## src/rtl/monitor_pager.sv

```systemverilog
// Register-monitor pager: registers a flattened CHANNELS x WIDTH monitor bus and
// presents one PAGE-wide window of it, with manual/timed paging and a freeze snapshot.
module monitor_pager #(
  parameter  int CHANNELS = 16,
  parameter  int WIDTH    = 8,
  parameter  int PAGE     = 8,
  parameter  int SCAN_DIV = 50_000_000,
  localparam int NPAGES   = (CHANNELS + PAGE - 1) / PAGE,
  localparam int PIW      = (NPAGES > 1) ? $clog2(NPAGES) : 1,
  localparam int SCW      = $clog2(SCAN_DIV)
) (
  input  logic                      clk,
  input  logic                      rst,
  input  logic [CHANNELS*WIDTH-1:0] mon_flat,
  input  logic [1:0]                mode,
  input  logic                      snap,
  input  logic                      page_next,
  output logic [PAGE*WIDTH-1:0]     page_out,
  output logic [PIW-1:0]            page_idx,
  output logic [PAGE-1:0]           changed,
  output logic                      snap_valid
);

  localparam int CW    = CHANNELS * WIDTH;
  localparam int NSLOT = NPAGES * PAGE;

  logic [CW-1:0]         live_q, live_d;
  logic [CW-1:0]         snap_q, snap_d;
  logic                  snap_valid_q, snap_valid_d;
  logic [1:0]            mode_q, mode_d;
  logic [PIW-1:0]        page_idx_q, page_idx_d;
  logic [SCW-1:0]        sc_q, sc_d;
  logic [PAGE*WIDTH-1:0] page_out_q, page_out_d;
  logic [PAGE-1:0]       changed_q, changed_d;

  logic                  freeze;
  logic                  capture;
  logic [PIW-1:0]        adv_idx;
  logic [NSLOT*WIDTH-1:0] live_pad, snap_pad, src_pad;
  logic [NSLOT-1:0]      diff_pad;
  int                    base;

  // Capture on an explicit snap pulse or on the first cycle of freeze; both together capture once.
  always_comb begin
    freeze       = (mode == 2'd1);
    capture      = snap | (freeze & (mode_q != 2'd1));
    live_d       = mon_flat;
    mode_d       = mode;
    snap_d       = capture ? mon_flat : snap_q;
    snap_valid_d = snap_valid_q | capture;
  end

  // Paging state: manual pulse wins over the scan timer and both restart the scan period.
  always_comb begin
    adv_idx    = (page_idx_q == PIW'(NPAGES - 1)) ? '0 : page_idx_q + PIW'(1);
    page_idx_d = page_idx_q;
    sc_d       = '0;
    if (page_next) begin
      page_idx_d = adv_idx;
    end else if (mode == 2'd2) begin
      if (sc_q == SCW'(SCAN_DIV - 1)) page_idx_d = adv_idx;
      else                            sc_d       = sc_q + SCW'(1);
    end
  end

  // Channels past CHANNELS are zero padded, so they read 0 and never differ.
  always_comb begin
    live_pad           = '0;
    snap_pad           = '0;
    live_pad[CW-1:0]   = live_q;
    snap_pad[CW-1:0]   = snap_q;
    src_pad            = freeze ? snap_pad : live_pad;
    diff_pad           = '0;
    for (int c = 0; c < NSLOT; c++) begin
      diff_pad[c] = (live_pad[c*WIDTH +: WIDTH] != snap_pad[c*WIDTH +: WIDTH]);
    end
    base       = int'(page_idx_q) * PAGE;
    page_out_d = '0;
    changed_d  = '0;
    for (int i = 0; i < PAGE; i++) begin
      page_out_d[i*WIDTH +: WIDTH] = src_pad[(base + i)*WIDTH +: WIDTH];
      changed_d[i]                 = snap_valid_q & diff_pad[base + i +: 1];
    end
  end

  always_ff @(posedge clk) begin
    if (!rst) begin
      live_q       <= '0;
      snap_q       <= '0;
      snap_valid_q <= 1'b0;
      mode_q       <= 2'd0;
      page_idx_q   <= '0;
      sc_q         <= '0;
      page_out_q   <= '0;
      changed_q    <= '0;
    end else begin
      live_q       <= live_d;
      snap_q       <= snap_d;
      snap_valid_q <= snap_valid_d;
      mode_q       <= mode_d;
      page_idx_q   <= page_idx_d;
      sc_q         <= sc_d;
      page_out_q   <= page_out_d;
      changed_q    <= changed_d;
    end
  end

  assign page_out   = page_out_q;
  assign page_idx   = page_idx_q;
  assign changed    = changed_q;
  assign snap_valid = snap_valid_q;

endmodule

```

## config.mk

```make
export PLATFORM = sky130hd
export DESIGN_NAME = monitor_pager
export DESIGN_NICKNAME = d
export VERILOG_FILES = /design/src/rtl/monitor_pager.sv
export SDC_FILE = /design/constraint.sdc
export NUM_CORES = 1
export LEC_CHECK = 0
export BUFFER_PORTS_ARGS = -buffer_cell sky130_fd_sc_hd__buf_4
export CAP_MARGIN = 30
export CORE_MARGIN = 2
export CORE_UTILIZATION = 40
export DETAILED_ROUTE_END_ITERATION = 12
export GPL_TIMING_DRIVEN = 0
export PLACE_DENSITY = 0.66
export SLEW_MARGIN = 20
export SYNTH_ARGS = -nofsm -noshare
export SYNTH_HDL_FRONTEND = slang
export SYNTH_SLANG_ARGS = --single-unit
```

## constraint.sdc

```tcl
create_clock -name clk -period 5.4 [get_ports clk]
set_input_delay 0.54 -clock clk [delete_from_list [all_inputs] [get_ports clk]]
set_output_delay 0.54 -clock clk [all_outputs]
set_load 0.005 [all_outputs]
```

# Word level (Yosys, flattened, before mapping)
# Index checks and enable logic that the tools add are counted.
# Widths: inputs -> output; s select.
[totals] mem_bits_rw=0 mem_bits_ro=0 reg_bits=358 n_memories=0 latchBits=0 in_bits=134
[op_classes] add_sub_neg=9 eq_ne=20 shift=16 n_bitwise=13 mux=5 mul=0 order_cmp=0 n_reduce_logical=4 n_div=0
[ops] op="$shiftx 128x32->8" n=7
[ops] op="$mux 128" n=1
[ops] op="$ne 8x8->1" n=16
[ops] op="$shiftx 128x8->8" n=1
[ops] op="$shiftx 16x6->1" n=7
[ops] op="$add 26x1->26 const B" n=1
[ops] op="$eq 26x26->1 const B" n=1
[ops] op="$add 4x3->5 const B" n=4
[ops] op="$shiftx 16x5->1" n=1
[ops] op="$add 4x2->5 const B" n=2
[ops] op="$and 1x1->1" n=9
[ops] op="$add 4x1->5 const B" n=1
[ops] op="$mux 1" n=4
[ops] op="$reduce_bool 2->1" n=2
[ops] op="$reduce_or 4->1" n=1
[ops] op="$eq 2x1->1 const B" n=1
[ops] op="$eq 2x2->1 const B" n=1
[ops] op="$ne 2x1->1 const B" n=1
[ops] op="$not 1->1" n=2
[ops] op="$or 1x1->1" n=2
[ops] op="$reduce_and 2->1" n=1
[ops] op="$add 1x1->1 const B" n=1

# Logic depth before layout (Yosys ltp)
[logic_depth] ltp_word=5 ltp_mapped=6

# Least setup slack after synthesis
# OpenSTA, ideal clock, no wires.
[synth_path] path_kind="in2reg" startpoint="input port mode[1]" endpoint="register page_out_q[43] (netlist: page_out[43])" arrival_time_ns=1.765 path_stages=5 required_time_ns=5.285 n_path_buf=2 path_slack_ns=3.520 setup_time_ns=0.115 path_cell_list="nand2b_1 > clkbuf_1 > buf_1 > mux4_2 > and2_1"
[synth_between] elab_chain_len=3
[synth_lines] item="start: declaration" line_no="15" rtl="input logic [1:0] mode,"
[synth_lines] item="$eq 2x1->1" line_no="45" rtl="freeze = (mode == 2'd1);"
[synth_lines] item="$mux 128" line_no="72" rtl="src_pad = freeze ? snap_pad : live_pad;"
[synth_lines] item="$shiftx 128x32->8" line_no="81" rtl="page_out_d[i*WIDTH +: WIDTH] = src_pad[(base + i)*WIDTH +: WIDTH];"
[synth_lines] item="end signal: assignment" line_no="103" rtl="page_out_q <= page_out_d;"
[synth_lines] item="end: declaration" line_no="33" rtl="logic [PAGE*WIDTH-1:0] page_out_q, page_out_d;"
# Every way passes these cells.
# A chain may end at the register's enable or synchronous reset.

# Worst setup path after layout
[layout_path] startpoint="register page_idx_q (netlist: page_idx)" endpoint="register changed_q[7] (netlist: changed[7])"
[layout_between] elab_chain_len=3
[layout_lines] item="start: declaration" line_no="31" rtl="logic [PIW-1:0] page_idx_q, page_idx_d;"
[layout_lines] item="start signal: assignment" line_no="101" rtl="page_idx_q <= page_idx_d;"
[layout_lines] item="$add 4x3->5" line_no="82" rtl="changed_d[i] = snap_valid_q & diff_pad[base + i +: 1];"
[layout_lines] item="$shiftx 16x6->1" line_no="82"
[layout_lines] item="$and 1x1->1" line_no="82"
[layout_lines] item="end signal: assignment" line_no="104" rtl="changed_q <= changed_d;"
[layout_lines] item="end: declaration" line_no="34" rtl="logic [PAGE-1:0] changed_q, changed_d;"
# Every way passes these cells.

==> results.md <==
- Static Leakage: 0.00692 uW
- Power density cells: 362 mW/mm^2
- Dominant cell type by area after synthesis: dfxtp_1
- Port buffer count: 207
- Capturing element type of the critical path: register
- Number of nets in the synthesized netlist: 1533
- Number of global-route vias before repair: 10738
- Register clock-pin slew on the reported worst setup and hold paths: 0.06 ns
- Accumulated negative setup slack: 0 ns
- Routed wire length: 39000 um
- Global-route wire length before repair: 59900 um
- Capture point of the worst reg-to-reg path: changed[7]
- Worst slew margin relative to its limit: 0.422
- Initial Utilization: 0.404
- Critical path required time: 5.76 ns
- Mapped Area: 0.0143 sq mm
- Dpl cells: 2066
- Row Count: 69
- Die Span Y: 193 um
- Clock tree buffer depth: 3
- Horiz. Die Dim: 193 um
- TritonCTS clock tree: built
- Vias: 10606
- Number of enable-type register cells in the synthesized netlist: 0
- Kind of critical path: register to register
- Count of mapped cells out of synthesis: 1398
- Leading post-synthesis cells by instance count: 358 x dfxtp_1, 278 x nand2_1, 193 x and2_1
- Insertion delay to the later sink of the worst-skew pair: 0.53 ns
- FF+latch area: 0.00717 sq mm
- Depth of the CTS H-tree: 2
- Total grt overflow: 0
- Hold_sp: page_next
- Area share of the largest cell type after synthesis: 0.502
- End of the worst hold path: sc_q[2]
- Cell types occupying the most area after synthesis: dfxtp_1 50%, mux4_2 10%, and2_1 8.4%
- Data arrival at the endpoint of the critical path: 3.38 ns
- Number of instances resized during post-cts repair: 0
- Drt drc: 0
- CTS sink count: 358
- Post-layout net count: 1782
- Count of max-cap constraint violations: 0
- Max-slew violations: 0
- Post-Place Worst Slack: 2.34 ns
- Sequential share of the synthesized area: 0.502
- Footprint of the multi-input gates: 0.00677 sq mm
- Die outline area: 0.0373 sq mm
- Max stage delay cell, worst path: clkbuf_1
- Drt via density: 4.95
- Minimum clock period after layout: 3.02 ns
- Detailed-route wire length per cell: 18.2 um
- Core Box Area: 0.0354 sq mm
- Net switching fraction of the power: 0.234
- IR drop worst, VDD: 0.246 mV
- Maximum clock frequency: 332 MHz
- Startpoint class of the critical path: register
- Number of nets with antenna violations after detailed routing: 0
- Critical-path cell list: clkbuf_1 -> clkbuf_1 -> buf_1 -> nand2_1 -> nor3_1 -> nor3_1
- Number of clock buffers inserted by TritonCTS: 40
- Ys async rst share: 0
- Number of cell instances on the worst register-to-register path: 6
- Final setup slack of the worst path: 2.39 ns
- Number of distinct standard cells referenced by the synthesized netlist: 39
- Leading cell type by number of instances after synthesis: dfxtp_1
- Hold buffer count at cts: 0
- Count of buffering cells on the critical path with inverters included: 3
- Type of the most critical hold path: input port to register
- Register-to-register setup slack: 2.39 ns
- Int Power: 4950 uW
- Hold slack: 0.199 ns
- Area growth syn-to-layout: 24.8%
- Last weighted congestion value of the routability-driven placer: 0.818
- Category of cells accounting for the largest share of critical-path delay: buffers and inverters
- Worst-path maximum fanout: 10
- Initial DRC count: 620
- Number of setup buffers added after CTS: 0
- Fillcell total: 3251
- Initial antenna violation count: 3
- Final Hold Violating Endpoints: 0
- Yosys warning total: 0
- Result of the run: completed
- Initial DRT Pass Iterations: 5
- Reported net switching power: 1510 uW
- Setup repair after global routing missed its margin: false
- Detailed placer's ending HPWL: 27900 um
- Final cell utilization of the core: 0.504
- Count of non-filler cells in the finished layout: 2141
- Combined global-route utilization of all metal layers: 0.211
- FF+latch count, synth: 358
- Tightest Pin Transition: 0.867 ns
- Maximum number of pins on one net before global-route repair: 14
- Syn avg cell area: 10.2 sq um
- Combinational Power Share: 0.108
- Period utilisation layout: 0.558
- Slowest stage delay, CP: 0.72 ns
- Power share of the clock group: 0.443
- Root Buffer: clkbuf_16
- Fraction of layout cells with a size suffix above 1: 0.212
- Hold path cells: 2
- Number of primary I/O pins: 208
- Clk_skew: 0.0104 ns
- Most instantiated flip-flop cell in the synthesis netlist: dfxtp_1
- Final setup violating endpoints: 0
- Portion of total power attributed to sequential cells: 0.448
- Reg-to-reg critical path startpoint: page_idx
[worst reg2reg max path, stage by stage (launching register included)]
cell and delay, ns:
dfxtp_1 0.38, clkbuf_1 0.59, clkbuf_1 0.72, buf_1 0.68
nand2_1 0.15, nor3_1 0.22, nor3_1 0.10
[kinds of logic (layout without fill, tap and decap cells)]
family,count (synthesis),in the layout,synth area share
flip-flops,358,358,0.502
AO/OA/AOI/OAI,153,153,0.0782
AND/OR/NAND/NOR,591,591,0.206
other,0,3,0
XOR/XNOR,142,142,0.0870
buffers and inverters,88,367,0.0249
adder cells (fa/ha/maj),1,1,0.000875
multiplexers,65,65,0.102
[final cells by class]
class / instances / area share
Sequential cell: 358 / 0.402
Multi-Input combinational cell: 952 / 0.380
Timing Repair Buffer: 207 / 0.0872
Clock buffer: 55 / 0.0650
Tap cell: 461 / 0.0323
Buffer: 84 / 0.0191
Clock inverter: 17 / 0.0137
Inverter: 4 / 0.000842
Antenna cell: 3 / 0.000421
[power groups by stage]
stage          Combinational (uW)  Clock (uW)  Sequential, uW
2_1_floorplan                 408           0            2930
6_report                      698        2860            2900
4_1_cts                       706        2920            2900
5_1_grt                       764        3040            2910
3_5_place_dp                  702           0            2950
3_3_place_gp                  694           0            2950
[layer usage]
| layer | GRT usage | vias to the layer above | part of all wire |
|---|---|---|---|
| met1 | 0.274 | 5076 | 0.43 |
| met5 | 0 | - | 0 |
| met4 | 0.0749 | 0 | 0.028 |
| met2 | 0.354 | 278 | 0.49 |
| met3 | 0.0371 | 69 | 0.054 |
| li1 | - | 5183 | - |
[sequential cells by signal (all words and copies together), names as in the netlist]
register,flops
changed,8
page_idx,1
snap_valid,1
mode_q,2
live_pad,128
snap_pad,128
sc_q,26
page_out,64
[stage by stage]
step | power, uW | cell area, sq um
final | 6460 | 17800
after floorplan | 3340 | 14300
after global placement | 3640 | 16400
after detailed placement | 3660 | 16400
after global routing | 6720 | 17800
after CTS | 6520 | 17800
[placed cells by master (no fill, tap or decap), drive strengths merged, types with 2 or more instances in the layout]
| cell type | netlist | routed |
|---|---|---|
| a21boi | 128 | 128 |
| a21oi | 11 | 11 |
| and2 | 194 | 194 |
| and3 | 2 | 2 |
| buf | 13 | 220 |
| bufinv | 0 | 6 |
| clkbuf | 71 | 126 |
| clkinv | 0 | 9 |
| dfxtp | 358 | 358 |
| diode | 0 | 3 |
| inv | 4 | 5 |
| mux4 | 64 | 64 |
| nand2 | 278 | 278 |
| nand2b | 3 | 3 |
| nand3 | 22 | 22 |
| nand4 | 23 | 23 |
| nor2 | 18 | 18 |
| nor3 | 20 | 20 |
| nor4 | 13 | 13 |
| o21ai | 7 | 7 |
| o31ai | 3 | 3 |
| or3 | 9 | 9 |
| or4 | 4 | 4 |
| or4b | 2 | 2 |
| xnor2 | 130 | 130 |
| xor2 | 12 | 12 |
[worst max-delay path by stage]
stage                        start      endpoint  slack (ns)  cells past startpoint
final                     page_idx    changed[7]        2.39                      6
after global routing      page_idx    changed[0]        2.18                      6
after floorplan            mode[1]  page_out[43]        3.52                      5
after CTS                 page_idx    changed[0]        2.30                      6
after detailed placement  page_idx    changed[1]        2.34                      6
after global placement    page_idx    changed[7]        2.30                      6
Power figures use the tool's default switching activity.
